### config.mk
export PLATFORM = sky130hd
export DESIGN_NAME = apb4_cmd_master
export DESIGN_NICKNAME = d
export VERILOG_FILES = /design/src/rtl/apb4_cmd_master.sv
export SDC_FILE = /design/constraint.sdc
export NUM_CORES = 1
export LEC_CHECK = 0
export BUFFER_PORTS_ARGS = -buffer_cell sky130_fd_sc_hd__buf_4
export CELL_PAD_IN_SITES_DETAIL_PLACEMENT = 0
export CELL_PAD_IN_SITES_GLOBAL_PLACEMENT = 1
export CORE_MARGIN = 2
export CORE_UTILIZATION = 28
export DETAILED_ROUTE_END_ITERATION = 7
export GPL_TIMING_DRIVEN = 0
export PLACE_DENSITY_LB_ADDON = 0.1
export RECOVER_POWER = 50
export SYNTH_ARGS = -nofsm -noshare
export SYNTH_HDL_FRONTEND = slang
export SYNTH_SLANG_ARGS = --single-unit
### constraint.sdc
create_clock -name clk -period 19.7 [get_ports clk]
set_input_delay 3.94 -clock clk [delete_from_list [all_inputs] [get_ports clk]]
set_output_delay 3.94 -clock clk [all_outputs]
set_load 0.005 [all_outputs]
### src/rtl/apb4_cmd_master.sv
// apb4_cmd_master: APB4 requester with a command FIFO, SETUP/ACCESS sequencing and a 2-entry response buffer.
// Define APB4_CMD_MASTER_TIMEOUT_EN to terminate ACCESS phases that exceed TIMEOUT_CYCLES.
module apb4_cmd_master #(
    parameter int DATA_WIDTH     = 32,
    parameter int ADDR_WIDTH     = 32,
    parameter int CMD_DEPTH      = 4,
    parameter int TIMEOUT_CYCLES = 256
) (
    input  logic                    clk,
    input  logic                    rst,
    input  logic                    req_valid,
    output logic                    req_ready,
    input  logic                    req_write,
    input  logic [ADDR_WIDTH-1:0]   req_addr,
    input  logic [DATA_WIDTH-1:0]   req_wdata,
    input  logic [DATA_WIDTH/8-1:0] req_strb,
    input  logic [2:0]              req_prot,
    output logic                    rsp_valid,
    input  logic                    rsp_ready,
    output logic [DATA_WIDTH-1:0]   rsp_rdata,
    output logic                    rsp_err,
    output logic                    timeout_seen,
    output logic                    PSEL,
    output logic                    PENABLE,
    output logic                    PWRITE,
    output logic [ADDR_WIDTH-1:0]   PADDR,
    output logic [DATA_WIDTH-1:0]   PWDATA,
    output logic [DATA_WIDTH/8-1:0] PSTRB,
    output logic [2:0]              PPROT,
    input  logic [DATA_WIDTH-1:0]   PRDATA,
    input  logic                    PREADY,
    input  logic                    PSLVERR
);
    localparam int SW = DATA_WIDTH / 8;
    localparam int PW = $clog2(CMD_DEPTH);
    localparam int CW = ADDR_WIDTH + DATA_WIDTH + SW + 4;

    typedef enum logic [1:0] {IDLE, SETUP, ACCESS} state_t;

    if (DATA_WIDTH % 8 != 0 || CMD_DEPTH < 2 || (CMD_DEPTH & (CMD_DEPTH - 1)) != 0 || TIMEOUT_CYCLES < 1) begin : g_bad_params
        $error("apb4_cmd_master: illegal parameter value");
    end

    logic [CW-1:0]         fifo_mem [CMD_DEPTH];
    logic [DATA_WIDTH-1:0] rb_data [2];
    logic [1:0]            rb_err;
    logic [PW-1:0]         wr_ptr_q, wr_ptr_d, rd_ptr_q, rd_ptr_d;
    logic [PW:0]           cnt_q, cnt_d;
    logic                  rb_wr_q, rb_wr_d, rb_rd_q, rb_rd_d;
    logic [1:0]            rb_cnt_q, rb_cnt_d, occ_next;
    state_t                state_q, state_d;
    logic                  psel_q, psel_d, penable_q, penable_d, pwrite_q, pwrite_d;
    logic [ADDR_WIDTH-1:0] paddr_q, paddr_d;
    logic [DATA_WIDTH-1:0] pwdata_q, pwdata_d, rb_wdata;
    logic [SW-1:0]         pstrb_q, pstrb_d;
    logic [2:0]            pprot_q, pprot_d;
    logic [CW-1:0]         head;
    logic                  push, pop, rsp_pop, rb_push, rb_werr, start, tmo;

    assign head      = fifo_mem[rd_ptr_q];
    assign rsp_valid = rb_cnt_q != 2'd0;
    assign rsp_rdata = rsp_valid ? rb_data[rb_rd_q] : '0;
    assign rsp_err   = rsp_valid && rb_err[rb_rd_q];
    assign rsp_pop   = rsp_valid && rsp_ready;
    assign rb_push   = state_q == ACCESS && (PREADY || tmo);
    // Counting the push of the completing transfer keeps a slot free for whatever starts next.
    assign occ_next  = rb_cnt_q - 2'(rsp_pop) + 2'(rb_push);
    assign start     = cnt_q != '0 && occ_next <= 2'd1;
    assign pop       = start && (state_q == IDLE || rb_push);
    assign req_ready = !rst && (cnt_q != (PW+1)'(CMD_DEPTH) || pop);
    assign push      = req_valid && req_ready;
    assign rb_wdata  = (pwrite_q || !PREADY) ? '0 : PRDATA;
    assign rb_werr   = PREADY ? PSLVERR : 1'b1;

    assign PSEL    = psel_q;
    assign PENABLE = penable_q;
    assign PWRITE  = pwrite_q;
    assign PADDR   = paddr_q;
    assign PWDATA  = pwdata_q;
    assign PSTRB   = pstrb_q;
    assign PPROT   = pprot_q;

    always_comb begin
        wr_ptr_d  = wr_ptr_q + PW'(push);
        rd_ptr_d  = rd_ptr_q + PW'(pop);
        cnt_d     = cnt_q + (PW+1)'(push) - (PW+1)'(pop);
        rb_wr_d   = rb_wr_q ^ rb_push;
        rb_rd_d   = rb_rd_q ^ rsp_pop;
        rb_cnt_d  = occ_next;
        state_d   = state_q;
        psel_d    = psel_q;
        penable_d = penable_q;
        pwrite_d  = pwrite_q;
        paddr_d   = paddr_q;
        pwdata_d  = pwdata_q;
        pstrb_d   = pstrb_q;
        pprot_d   = pprot_q;
        if (pop) begin
            state_d   = SETUP;
            psel_d    = 1'b1;
            penable_d = 1'b0;
            pwrite_d  = head[CW-1];
            pprot_d   = head[CW-2 -: 3];
            pstrb_d   = head[CW-1] ? head[ADDR_WIDTH+DATA_WIDTH +: SW] : '0;
            pwdata_d  = head[CW-1] ? head[ADDR_WIDTH +: DATA_WIDTH] : '0;
            paddr_d   = head[ADDR_WIDTH-1:0];
        end else if (state_q == SETUP) begin
            state_d   = ACCESS;
            penable_d = 1'b1;
        end else if (rb_push) begin
            state_d   = IDLE;
            psel_d    = 1'b0;
            penable_d = 1'b0;
            pwrite_d  = 1'b0;
            paddr_d   = '0;
            pwdata_d  = '0;
            pstrb_d   = '0;
            pprot_d   = '0;
        end
    end

    always_ff @(posedge clk) begin
        if (push) fifo_mem[wr_ptr_q] <= {req_write, req_prot, req_strb, req_wdata, req_addr};
        if (rb_push) begin
            rb_data[rb_wr_q] <= rb_wdata;
            rb_err[rb_wr_q]  <= rb_werr;
        end
    end

    always_ff @(posedge clk or posedge rst) begin
        if (rst) begin
            wr_ptr_q  <= '0;
            rd_ptr_q  <= '0;
            cnt_q     <= '0;
            rb_wr_q   <= 1'b0;
            rb_rd_q   <= 1'b0;
            rb_cnt_q  <= '0;
            state_q   <= IDLE;
            psel_q    <= 1'b0;
            penable_q <= 1'b0;
            pwrite_q  <= 1'b0;
            paddr_q   <= '0;
            pwdata_q  <= '0;
            pstrb_q   <= '0;
            pprot_q   <= '0;
        end else begin
            wr_ptr_q  <= wr_ptr_d;
            rd_ptr_q  <= rd_ptr_d;
            cnt_q     <= cnt_d;
            rb_wr_q   <= rb_wr_d;
            rb_rd_q   <= rb_rd_d;
            rb_cnt_q  <= rb_cnt_d;
            state_q   <= state_d;
            psel_q    <= psel_d;
            penable_q <= penable_d;
            pwrite_q  <= pwrite_d;
            paddr_q   <= paddr_d;
            pwdata_q  <= pwdata_d;
            pstrb_q   <= pstrb_d;
            pprot_q   <= pprot_d;
        end
    end

`ifdef APB4_CMD_MASTER_TIMEOUT_EN
    localparam int TW = $clog2(TIMEOUT_CYCLES + 1);
    logic [TW-1:0] to_cnt_q, to_cnt_d;
    logic          timeout_seen_q, timeout_seen_d;

    // A PREADY arriving on the limit cycle is a normal completion, hence the !PREADY term.
    assign tmo          = state_q == ACCESS && !PREADY && to_cnt_q == TW'(TIMEOUT_CYCLES - 1);
    assign timeout_seen = timeout_seen_q;

    always_comb begin
        to_cnt_d       = state_q == SETUP ? '0 : (state_q == ACCESS && !PREADY) ? to_cnt_q + 1'b1 : to_cnt_q;
        timeout_seen_d = timeout_seen_q || tmo;
    end

    always_ff @(posedge clk or posedge rst) begin
        if (rst) begin
            to_cnt_q       <= '0;
            timeout_seen_q <= 1'b0;
        end else begin
            to_cnt_q       <= to_cnt_d;
            timeout_seen_q <= timeout_seen_d;
        end
    end
`else
    assign tmo          = 1'b0;
    assign timeout_seen = 1'b0;
`endif
endmodule

After elaboration in Yosys (flattened, before gate mapping):

Memory sizes are Yosys's and may differ from the RTL's.
Index checks and enable logic that the tools add are counted.

* register bits after elaboration: 89
* bits in latches: 0
* bits in writable memories: 352
* ROM bits: 0
* bits of input ports: 110
* output and inout bits: 110
* logic and storage cells: 85
* memories kept: 2

Memories
* fifo_mem: depth 4, width 72, read ports 1, clocked after Yosys merged registers in 0, write ports 1, line 44 `logic [CW-1:0] fifo_mem [CMD_DEPTH];`
* rb_data: depth 2, width 32, read ports 1, clocked after Yosys merged registers in 0, write ports 1, line 45 `logic [DATA_WIDTH-1:0] rb_data [2];`

* add/sub/neg operators: 6
* multiply operators: 0
* divide/modulo/power cells: 0
* $lt $le $gt $ge: 4
* eq/ne operators: 4
* shifts and indexed selects: 0
* mux-type cells: 33
* bitwise operators: 2
* reductions and logical operators: 19

Operators by type and width (number)
* two-way mux 32 bit: 7
* two-way mux 4 bit: 4
* two-way mux 1 bit: 14
* two-way mux 3 bit: 3
* logical AND 1 bit: 8
* adder 2 x 1 -> 2 bit: 3
* two-way mux 2 bit: 3
* nonzero test 3 bit: 2
* < comparator 1 x 2 -> 1 bit, second input constant: 2
* nonzero test 2 bit: 2
* adder 3 x 1 -> 3 bit: 1
* logical OR 1 bit: 3
* inequality test 3 bit, second input constant: 1
* subtractor 3 x 1 -> 3 bit: 1
* bitwise mux 2 bit: 1
* == test 2 x 1 -> 1 bit, second input constant: 1
* == test 2 bit, second input constant: 1
* <= comparator 2 x 1 -> 1 bit, second input constant: 1
* logical NOT 1 bit: 2
* logical NOT 2 bit: 1
* inequality test 2 bit, second input constant: 1
* AND reduction 2 bit: 1
* subtractor 2 x 1 -> 2 bit: 1
* bitwise XOR 1 bit: 2
* 2 further kinds: 2

Logic depth before layout (Yosys ltp):

Gate-level depths: netlist of run 1.

* depth after elaboration: 12
* depth in mapped cells: 15
* gate-level depth less buffers: 14

Worst setup path before layout of run 1:

OpenSTA, ideal clock, no wires.

* path kind: input -> register
* from: input port rst
* to: memory fifo_mem[2][0] in the netlist's numbering (enable)
* setup time: 0.704 ns
* arrival time: 13.653 ns
* data required time: 18.996 ns
* setup slack: 5.343 ns
* cell stages on the path: 3
* path buffers: 0
* cell sequence: inv_1 nand4_2 nor4b_1

* word-level cells in the longest chain between the ends: 5

Ends and longest elaborated chain
* from (decl): line 10 `input logic rst,`
* logical NOT 1 bit (no line)
* logical AND 1 bit: line 70 `assign req_ready = !rst && (cnt_q != (PW+1)'(CMD_DEPTH) || pop);`
* logical AND 1 bit: line 71 `assign push = req_valid && req_ready;`
* two-way mux 1 bit: line 123 `if (push) fifo_mem[wr_ptr_q] <= {req_write, req_prot, req_strb, req_wdata, req_addr};`
* two-way mux 1 bit (implied by the code): line 123
* to (decl): line 44

Every way passes these cells.

Worst setup path after layout of run 1:

* from: input port rst
* to: output port req_ready

* word-level cells in the longest chain between the ends: 2

Ends and longest elaborated chain
* logical NOT 1 bit (no line)
* logical AND 1 bit: line 70
* to (decl): line 12 `output logic req_ready,`

Every way passes these cells.

==> results of run 1 <==
## worst max-delay path: stages
cell and delay (ns):
clkbuf_4 0.11, clkinvlp_2 1.11, clkbuf_1 2.66, nand4_2 0.78, inv_1 0.29, buf_4 0.17
## sequential cells by signal (all words and copies together), names as in the netlist, 2 cells and up
signal and count:
PADDR 32, PPROT 3, PSTRB 4, PWDATA 32, cnt_q 3, fifo_mem 288
rb_cnt_q 2, rb_data 64, rb_err 2, rd_ptr_q 2, state_q 2, wr_ptr_q 2
## routing by layer
metal | global-route usage | vias to the layer above
li1 | - | 4016
met1 | 0.1749 | 4474
met2 | 0.2358 | 186
met3 | 0.04039 | 64
met4 | 0.04071 | 4
met5 | 0 | -
## report_power, final
group	internal (mW)	total [mW]	switching, mW
clock	0.552	0.930	0.378
sequential	1.17	1.23	0.0604
combinational	0.391	0.877	0.486
total	2.12	3.04	0.924
## placed cells by master, fill, tap and decap left out, drive strengths merged, types with 2 or more instances in the layout
| cell | netlist | layout |
|---|---|---|
| xnor2 | 5 | 5 |
| o21ai | 4 | 4 |
| ha | 6 | 6 |
| bufinv | 0 | 3 |
| buf | 27 | 212 |
| nor2b | 2 | 2 |
| mux4 | 36 | 36 |
| and2 | 33 | 33 |
| xor2 | 4 | 4 |
| nor2 | 38 | 38 |
| nor3 | 4 | 4 |
| inv | 11 | 12 |
| edfxtp | 354 | 354 |
| nor3b | 2 | 2 |
| clkbuf | 22 | 177 |
| mux2i | 33 | 33 |
| a221oi | 36 | 36 |
| diode | 0 | 2 |
| and3b | 2 | 2 |
| clkinv | 0 | 11 |
| nand2 | 5 | 5 |
| clkinvlp | 0 | 3 |
| dfrtp | 86 | 86 |
| o2bb2ai | 36 | 36 |
| a22o | 72 | 72 |
## worst max path at each step
stage / from / endpoint
2_1_floorplan: rst / fifo_mem[2][0]
3_3_place_gp: rst / fifo_mem[2][1]
3_5_place_dp: PREADY / req_ready
4_1_cts: PREADY / req_ready
5_1_grt: rst / req_ready
6_report: rst / req_ready
## cell type report
type                    instances  area share
clock inverters                18    0.009812
repair buffers                264     0.08855
plain buffers                  49     0.01108
diodes                          2   0.0002423
multi-input cells             331      0.1526
well taps                     765     0.04633
clock buffers                  76     0.07062
inverters                      11    0.002059
flip-flops and latches        440      0.6187
## through the flow
stage          instances  TNS, ns  total power [mW]  worst slack (ns)  cell area [um^2]
2_1_floorplan        831        0             1.760             5.343             16200
3_3_place_gp        1814  -693.81             2.172            -5.187             18790
3_5_place_dp        1860        0             2.185             9.756             19360
4_1_cts             1954        0             3.135             9.753             21030
5_1_grt             1954        0             3.229             5.577             20650
6_report            1956        0             3.042             6.639             20660
## cell families (layout without fill, tap and decap cells)
logic type      count (synthesis)  count (layout)  synth area share
flops                         440             440            0.7891
compound gates                151             151           0.08149
simple gates                   94              94           0.03082
mux                            69              69           0.07044
buf+inv                        60             418           0.01676
xor+xnor                        9               9          0.005329
fa+ha+maj                       7               7          0.005870
other cells                     1               3         0.0002315
==> metrics.txt, run 1 <==
area growth from synthesis to layout 27.53%; TritonCTS clock tree yes; clock root cell clkbuf_16; post-synthesis register bit count 440; first-pass GRT wire length roughly 62000 um; Skew-Pair Late Insertion Delay around 0.6 ns; Reg area 12780 um^2; Synth warnings 0; All-Layer GR Usage 0.1400; row cnt between 80 and 90; failing checks max-capacitance violations, max-slew violations; DIE HEIGHT 244.5 um; DRT Pass-1 Iters 6; DIE AREA about 60000 um^2; Critical Path AT just over 9 ns; Hold Path Class reg -> reg; Post-synth EDFFs 354; initial antenna violation count 4; top-count cell post-synth edfxtp_1; uppermost layer routed met5; ys flop type edfxtp_1; internal reg-to-reg setup slack around 15 ns; CP Capture Type output port; synth top area cells edfxtp_1 (66%), dfrtp_1 (13%), mux4_2 (5.0%), a22o_1 (3.9%), mux2i_1 (2.0%); largest net degree at the start of global routing between 50 and 60; leak pwr between 7 and 8 nW; final setup fails 0; htree depth 2; DR DRC count 0; Buffers on Ports ~220; Unique masters post-synth 41; Vias 8744; GPL Wtd Cong 0.6660; CTS buffer count 50; register area share after synthesis 0.7891; synth cell count leaders edfxtp_1 (354), dfrtp_1 (86), a22o_1 (72), nor2_1 (38); Clock Skew 0.02853 ns; min-delay src PWDATA[17]; post-CTS setup buffers 0; final net count 1264; WHS Endpoint PWDATA[17]; drt total wl 41530 um; Worst-Margin Slew 3.690 ns; Antenna Nets Post-Route 0; Avg Vias per Cell 4.470; Sink Count 440; fmax about 77 MHz; Core Box Area ~57000 um^2; Post-DP HPWL 27670 um; max-cap violations 2; multi-input logic area around 3200 um^2; max-slew violations 90; Cells after Synth ~830; WHS 0.4894 ns; Synth Cell Area 16200 um^2; worst r2r src rb_cnt_q[1]; WL/cell between 20 and 25 um; M1 WL between 15000 and 20000 um; CTS resizes 0; Syn Nets between 900 and 1k; Final period util 0.6630; Syn Area/Cell roughly 19 um^2; critical path class in -> out; status finished with violations; Initial Utilization 0.2818; vias in the first global route between 9k and 10k; fin util 0.3594; PwrDens between 100 and 150 nW/um^2; met2 wire len 20270 um; IO Pins 220; Clock Tree Buf Depth 3; RR Endpoint fifo_mem[2][2]; peak supply drop around 0.065 mV; clock-pin slew on the worst setup and hold paths approximately 0.060 ns; Data required, critical path ~16 ns; min Tclk post-route about 13 ns; final hold violation count 0; RSZ-0062 raised after global routing no; Die W 244.5 um; Rel. slew slack -1.460; Yosys top cell area share 0.6562; Overflow after GRT 0; share of post-route cells with drive strength above 1 0.2784; crit-path max FO 53; leading area contributor after synthesis edfxtp_1; post-synthesis async set-or-reset flop share 0.1955; DRT iter0 DRCs 358; R2R depth 14; Fill cells 5521; CP Launch Type primary input; hold-critical path depth 1; WL met3 ~2300 um; Hold-fix buffers, CTS 0
Note: power is estimated with default switching activity, not from simulation.
==> run 2, diff against run 1 <==
Settings changed: ABC_AREA set to 1.
Clock period 19.7 ns to 11.1 ns, I/O delays scaled along.
==> run 2 against run 1 <==
Compared with the run above:
- the run still ends with max-capacitance violations, max-slew violations left
- synthesized cell count up 61%
- synthesized area up 3.9%
- setup slack got worse by 3.5 ns
- sequential cell count is the same
- die area up 3.9%
- via count up 26%
- sequential power grew 59%
- total power up 33%
- highest routed layer unchanged
- count of clock-buffer cells in the layout rose by 6
- worst hold slack got worse by 0.0024 ns
- routed wire length increased by 21%
- global-route usage up 2.0 points
==> metrics.txt, run 2 <==
post-synthesis register bit count 440 (unchanged); Clock Tree Buf Depth 3 (unchanged); Setup TNS Final 0 ns (unchanged); Die W 249.2 um (+1.9%); DIE HEIGHT 249.2 um (+1.9%); Clock Skew 0.02332 ns (-0.005214 ns); DR DRC count 0 (unchanged); max reg flops 288 (unchanged); Syn Area/Cell 12.59 um^2 (-35%); Post-synth EDFFs 354 (unchanged); post-CTS setup buffers 0 (unchanged); most common cell after layout, fill and taps aside edfxtp_1; Post-DP HPWL 32320 um (+17%); M1 WL 23100 um (+28%); ys flop type edfxtp_1; drt total wl 50160 um (+21%); WL met3 2726 um (+20%); IO Pins 220 (unchanged); fin util 0.3563 (-0.003179); initial antenna violation count 7 (+3); clock root cell clkbuf_16; xor/xnor share of the synthesized area 0.002601 (-0.002728); CP Launch Type primary input; simple-gate share of the synthesized area 0.1172 (+0.08640); Final WS setup 3.122 ns (-3.517 ns); CTS resizes 0 (unchanged); fmax 125.3 MHz; Pwr Total 4.038 mW (+33%); Synth warnings 0 (unchanged); status finished with violations; register area share after synthesis 0.7593 (-0.02974); GPL Wtd Cong 0.7218 (+8.4%); Yosys top cell area share 0.6315 (-0.02473); WL/cell 20.53 um (-3.3%); critical path class in -> reg; vias in the first global route 11.29k (+18%); Place WS 3.384 ns (-6.371 ns); final net count 1741 (+38%); proportion of synthesized area in mux cells 0 (-0.07044); Sink Count 440 (unchanged); WHS 0.4871 ns (-0.002358 ns); Post-Synth Adder-Cell Area 0.005649 (-0.0002212); DIE AREA 62100 um^2 (+3.9%); Worst-Margin Slew 2.720 ns (-0.9694 ns); htree depth 2 (unchanged); DRT Pass-1 Iters 4 (-2); Hold Path Class reg -> reg; CTS buffer count 52 (+4.0%); share of post-route cells with drive strength above 1 0.1511 (-0.1273); crit-path max FO 46 (-13%); area growth from synthesis to layout 25.38%; DRT iter0 DRCs 589 (+65%); PwrDens 191.3 nW/um^2 (+30%); All-Layer GR Usage 0.1599 (+0.01986); synth top area cells edfxtp_1 (63%), dfrtp_1 (13%), nand2_1 (5.0%), o21ai_0 (4.4%), nor2_1 (4.1%); post-synthesis async set-or-reset flop share 0.1955 (unchanged); peak supply drop 0.1040 mV (+61%); Data required, critical path 11.40 ns (-4.36 ns); Critical Path AT 8.28 ns (-0.84 ns); max-slew violations 90 (unchanged); clock-pin slew on the worst setup and hold paths 0.05 ns (about the same); synth cell count leaders edfxtp_1 (354), nand2_1 (226), nor2_1 (186), o21ai_0 (148), dfrtp_1 (86); uppermost layer routed met5; top-count cell post-synth edfxtp_1; Fill cells 5966 (+8.1%); Rel. slew slack -0.8136 (+0.6463); most frequent cells in the layout edfxtp_1 (354), nand2_1 (226), nor2_1 (182); largest family of logic cells by synthesized area simple AND/OR/NAND/NOR gates; CP Capture Type register; leading area contributor after synthesis edfxtp_1; Largest regs fifo_mem x288, rb_data x64; max-cap violations 2 (unchanged); row cnt 89 (+1.1%); Synth Area in Compound Gates 0.08050 (-0.0009896); met2 wire len 23200 um (+14%); TritonCTS clock tree yes; largest net degree at the start of global routing 47 (-13%); register with the most flip-flops fifo_mem; Synth Cell Area 16830 um^2 (+3.9%); Core Box Area 59240 um^2 (+3.1%); Avg Vias per Cell 4.521 (+1.1%); Unique masters post-synth 23 (-44%); Skew-Pair Late Insertion Delay 0.60 ns (about the same); RSZ-0062 raised after global routing no; Antenna Nets Post-Route 0 (unchanged); min Tclk post-route between 7 and 8 ns; final hold violation count 0 (unchanged); Syn Nets 1454 (+53%); final setup fails 0 (unchanged); Vias 11.04k (+26%); Initial Utilization 0.2842 (+0.002303); Final period util 0.7188; Buffers on Ports 218 (unchanged); Overflow after GRT 0 (unchanged); leak pwr 8.216 nW (+9.7%); failing checks max-capacitance violations, max-slew violations; Cells after Synth 1337 (+61%); Hold-fix buffers, CTS 0 (unchanged); first-pass GRT wire length 73860 um (+19%)
run 2: cell types whose count changed in the layout (fill, tap and decap cells not counted), moves of 37 or more:
cell	previous run	this run
nand2_1	5	226
buf_4	172	99
nor2_1	37	182
nand3_1	1	75
clkbuf_4	2	39
inv_1	9	55
o21ai_0	3	148
clkbuf_1	114	164
o22ai_1	0	71
a22o_1	72	0
run 2: final timing paths:
| kind | from | endpoint | slack [ns] | cells after the start |
|---|---|---|---|---|
| max reg2reg | state_q[1] | fifo_mem[2][18] | 6.20 | 17 |
| min in group asynchronous | rst | PWDATA[2] | 2.31 | 2 |
| min | PSEL | PSEL | 0.49 | 2 |
| max | rst | fifo_mem[2][18] | 3.12 | 7 |
| min reg2reg | PSEL | PSEL | 0.49 | 2 |
| max in group asynchronous | rst | PADDR[5] | 5.42 | 3 |
run 2: cell families (layout without fill, tap and decap cells):
family,after synthesis,count (layout)
buffers and inverters,140,471
adder cells (fa/ha/maj),7,7
AO/OA/AOI/OAI,253,253
AND/OR/NAND/NOR,491,491
other,1,3
XOR/XNOR,5,5
flip-flops,440,440
run 2: final cells by class:
class | instances | area (um^2) | share of cell area
well taps | 773 | 967.2 | 0.04583
diodes | 2 | 5.005 | 0.0002371
plain buffers | 82 | 362.8 | 0.01719
clock inverters | 16 | 143.9 | 0.006818
flip-flops and latches | 440 | 12780 | 0.6056
inverters | 58 | 219.0 | 0.01037
multi-input cells | 757 | 3503 | 0.1660
repair buffers | 233 | 1605 | 0.07606
clock buffers | 82 | 1516 | 0.07185
run 2: metrics by stage:
stage,area [um^2],cells
finish,21110,2443
global route,21100,2441
CTS,21460,2441
detailed placement,19800,2343
global placement,19440,2328
floorplan,16830,1337
run 2: worst max-delay path, cell delays in order:
cell and delay, ns:
clkbuf_1 0.09, clkinvlp_2 1.41, clkbuf_1 2.01, nand3_1 1.04
nor2_4 0.96, buf_12 0.29, buf_12 0.21
run 2: routing by layer:
layer,up-vias,GRT usage
met4,10,0.05009
li1,5292,-
met2,240,0.2535
met5,-,0
met1,5424,0.2185
met3,78,0.03501
run 2: report_power, final:
part           switching, mW  internal (mW)
combinational          0.281          0.146
sequential            0.0306           1.92
clock                  0.675          0.982
==> run 3, diff against run 2 <==
Clock period 11.1 ns to 7.3 ns, I/O delays scaled along.
==> run 3 against run 2 <==
Compared with the run above:
- cell area up 0.15%
- sequential share of layout area down 0.090 points
- highest routed layer unchanged
- non-clock buffer count unchanged
- setup slack worse by 1.9 ns
- global-route usage unchanged
- the run still ends with max-capacitance violations, max-slew violations left
- register-to-register slack worse by 3.6 ns
==> metrics.txt, run 3 (synthesis results as in run 2) <==
status finished with violations; failing checks max-capacitance violations, max-slew violations; Sink Count 440 (unchanged); All-Layer GR Usage 0.1599 (unchanged); Hold Path Class reg -> reg; DIE AREA 62100 um^2 (unchanged); CP max stage delay 0.91 ns (-1.10 ns); drt total wl 50190 um (about the same); first-pass GRT wire length 73860 um (unchanged); initial antenna violation count 7 (unchanged); vias in the first global route 11.29k (unchanged); IO Pins 220 (unchanged); Worst-Margin Slew 2.605 ns (-0.1156 ns); Final period util 0.8300; Comb power frac 0.106 (about the same); cell mode on critical path nand2_1; critical-path cell list clkbuf_1 > nand3_1 > clkbuf_1 > inv_1 > o21ai_0 > nand2_1 > ha_1 > inv_1 > nand2_1 > nand2_1 > nand3_1 > nand3_4 > buf_4 > buf_6 > a21oi_1 > buf_4; CP bufs+invs 7 (+2); Skew-Pair Late Insertion Delay 0.60 ns (about the same); post-CTS setup buffers 0 (unchanged); most frequent cells in the layout edfxtp_1 (354), nand2_1 (226), nor2_1 (181); Net Sw Frac 0.2446 (about the same); WL/cell 20.54 um (about the same); clock root cell clkbuf_16; crit-path max FO 10 (-78%); TritonCTS clock tree yes; Clock Skew 0.02253 ns (-0.0007865 ns); CTS buffer count 52 (unchanged); Overflow after GRT 0 (unchanged); critical path class in -> out; min Tclk post-route 6.059 ns; max reg flops 288 (unchanged); clock-pin slew on the worst setup and hold paths 0.05 ns (about the same); max-slew violations 46 (-49%); final setup fails 0 (unchanged); Buffers on Ports 218 (unchanged); Critical Path AT 4.60 ns (-3.68 ns); DRT Pass-1 Iters 4 (unchanged); CP Capture Type output port; Rel. slew slack -0.7461 (+0.06753); most common cell after layout, fill and taps aside edfxtp_1; Avg Vias per Cell 4.517 (about the same); DRT iter0 DRCs 577 (-2.0%); final net count 1741 (unchanged); Setup TNS Final 0 ns (unchanged); leak pwr 8.229 nW (+0.15%); share of post-route cells with drive strength above 1 0.1523 (+0.001199); max-cap violations 1 (-1); Antenna Nets Post-Route 0 (unchanged); PwrDens 290.7 nW/um^2 (+52%); largest net degree at the start of global routing 47 (unchanged); GPL Wtd Cong 0.7218 (unchanged); DR DRC count 0 (unchanged); Clock Tree Buf Depth 3 (unchanged); DIE HEIGHT 249.2 um (unchanged); Data required, critical path 5.84 ns (-5.56 ns); htree depth 2 (unchanged); register with the most flip-flops fifo_mem; row cnt 89 (unchanged); final hold violation count 0 (unchanged); fmax ~170 MHz; area growth from synthesis to layout 25.56%; R2R depth 17 (unchanged); Fill cells 5960 (-0.10%); CTS resizes 0 (unchanged); Core Box Area 59240 um^2 (unchanged); Post-DP HPWL 32320 um (unchanged); Largest regs fifo_mem x288, rb_data x64; DP Area 19800 um^2 (unchanged); Post-Layout Cell Count 2443 (unchanged); peak supply drop 0.1580 mV (+52%); Design Area, Final 21140 um^2 (+0.15%); Pint 4.641 mW (+52%); dpl cells 2343 (unchanged); crit-path leading delay family buffers and inverters; clock group share of total power 0.410 (about the same); slowest CP cell clkbuf_1; Vias 11.04k (-0.081%); Initial Utilization 0.2842 (unchanged); Seq pwr share 0.484 (about the same); RSZ-0062 raised after global routing no; Hold-fix buffers, CTS 0 (unchanged); WP depth 16 (+9); hold-critical path depth 2 (unchanged); CP Launch Type primary input; Die W 249.2 um (unchanged); net switching power figure 1.503 mW (+52%)
run 3: cell types whose count changed in the layout (fill, tap and decap cells not counted):
cell	delta
clkbuf_1	-1
nor2_1	-1
buf_16	+1
nor2_4	+1
run 3: worst min-delay path, cell delays in order, from the launching register on:
cell	delay, ns
dfrtp_1	0.34
nand2_1	0.05
nand2_1	0.06
run 3: worst paths after layout:
kind,slack [ns],start,to
worst max-delay path,1.24,PREADY,req_ready
worst min-delay path,0.49,PSEL,PSEL
worst max register to register,2.56,state_q[1],fifo_mem[2][18]
worst min register to register,0.49,PSEL,PSEL
max in group asynchronous,4.53,rst,PADDR[30]
min in group asynchronous,1.59,rst,PWDATA[3]
run 3: layout make-up:
cell class | count | area (um^2) | area share
sequential | 440 | 12780 | 0.6048
clock inverter | 16 | 143.9 | 0.006808
buffer | 82 | 362.8 | 0.01717
multi-input combinational | 757 | 3511 | 0.1661
antenna | 2 | 5.005 | 0.0002368
clock buffer | 82 | 1516 | 0.07175
tap | 773 | 967.2 | 0.04576
timing repair buffer | 233 | 1629 | 0.07707
inverter | 58 | 219.0 | 0.01036
run 3: through the flow:
step                      hold slack, ns    util  setup WS (ns)  total power [mW]
after floorplan                   0.4635       -        -0.1236             3.343
after global placement            0.4703  0.3281         -5.994             3.697
after detailed placement          0.4712  0.3343          1.104             3.716
after CTS                         0.4903  0.3623          1.095             6.272
after global routing              0.5106  0.3567         0.8942             6.420
final                             0.4871  0.3568          1.241             6.144
run 3: power by group through the flow:
stage               clock (mW)  combinational, mW  sequential (mW)
floorplan                    0              0.309             3.03
global placement             0              0.628             3.07
detailed placement           0              0.694             3.02
CTS                       2.60              0.697             2.97
global route              2.70              0.733             2.98
finish                    2.52              0.654             2.97
run 3: per-layer routing:
metal  global-route usage  part of all wire
met2               0.2535              0.46
met1               0.2185              0.46
met5                    0            0.0014
met3              0.03501             0.053
met4              0.05009             0.021
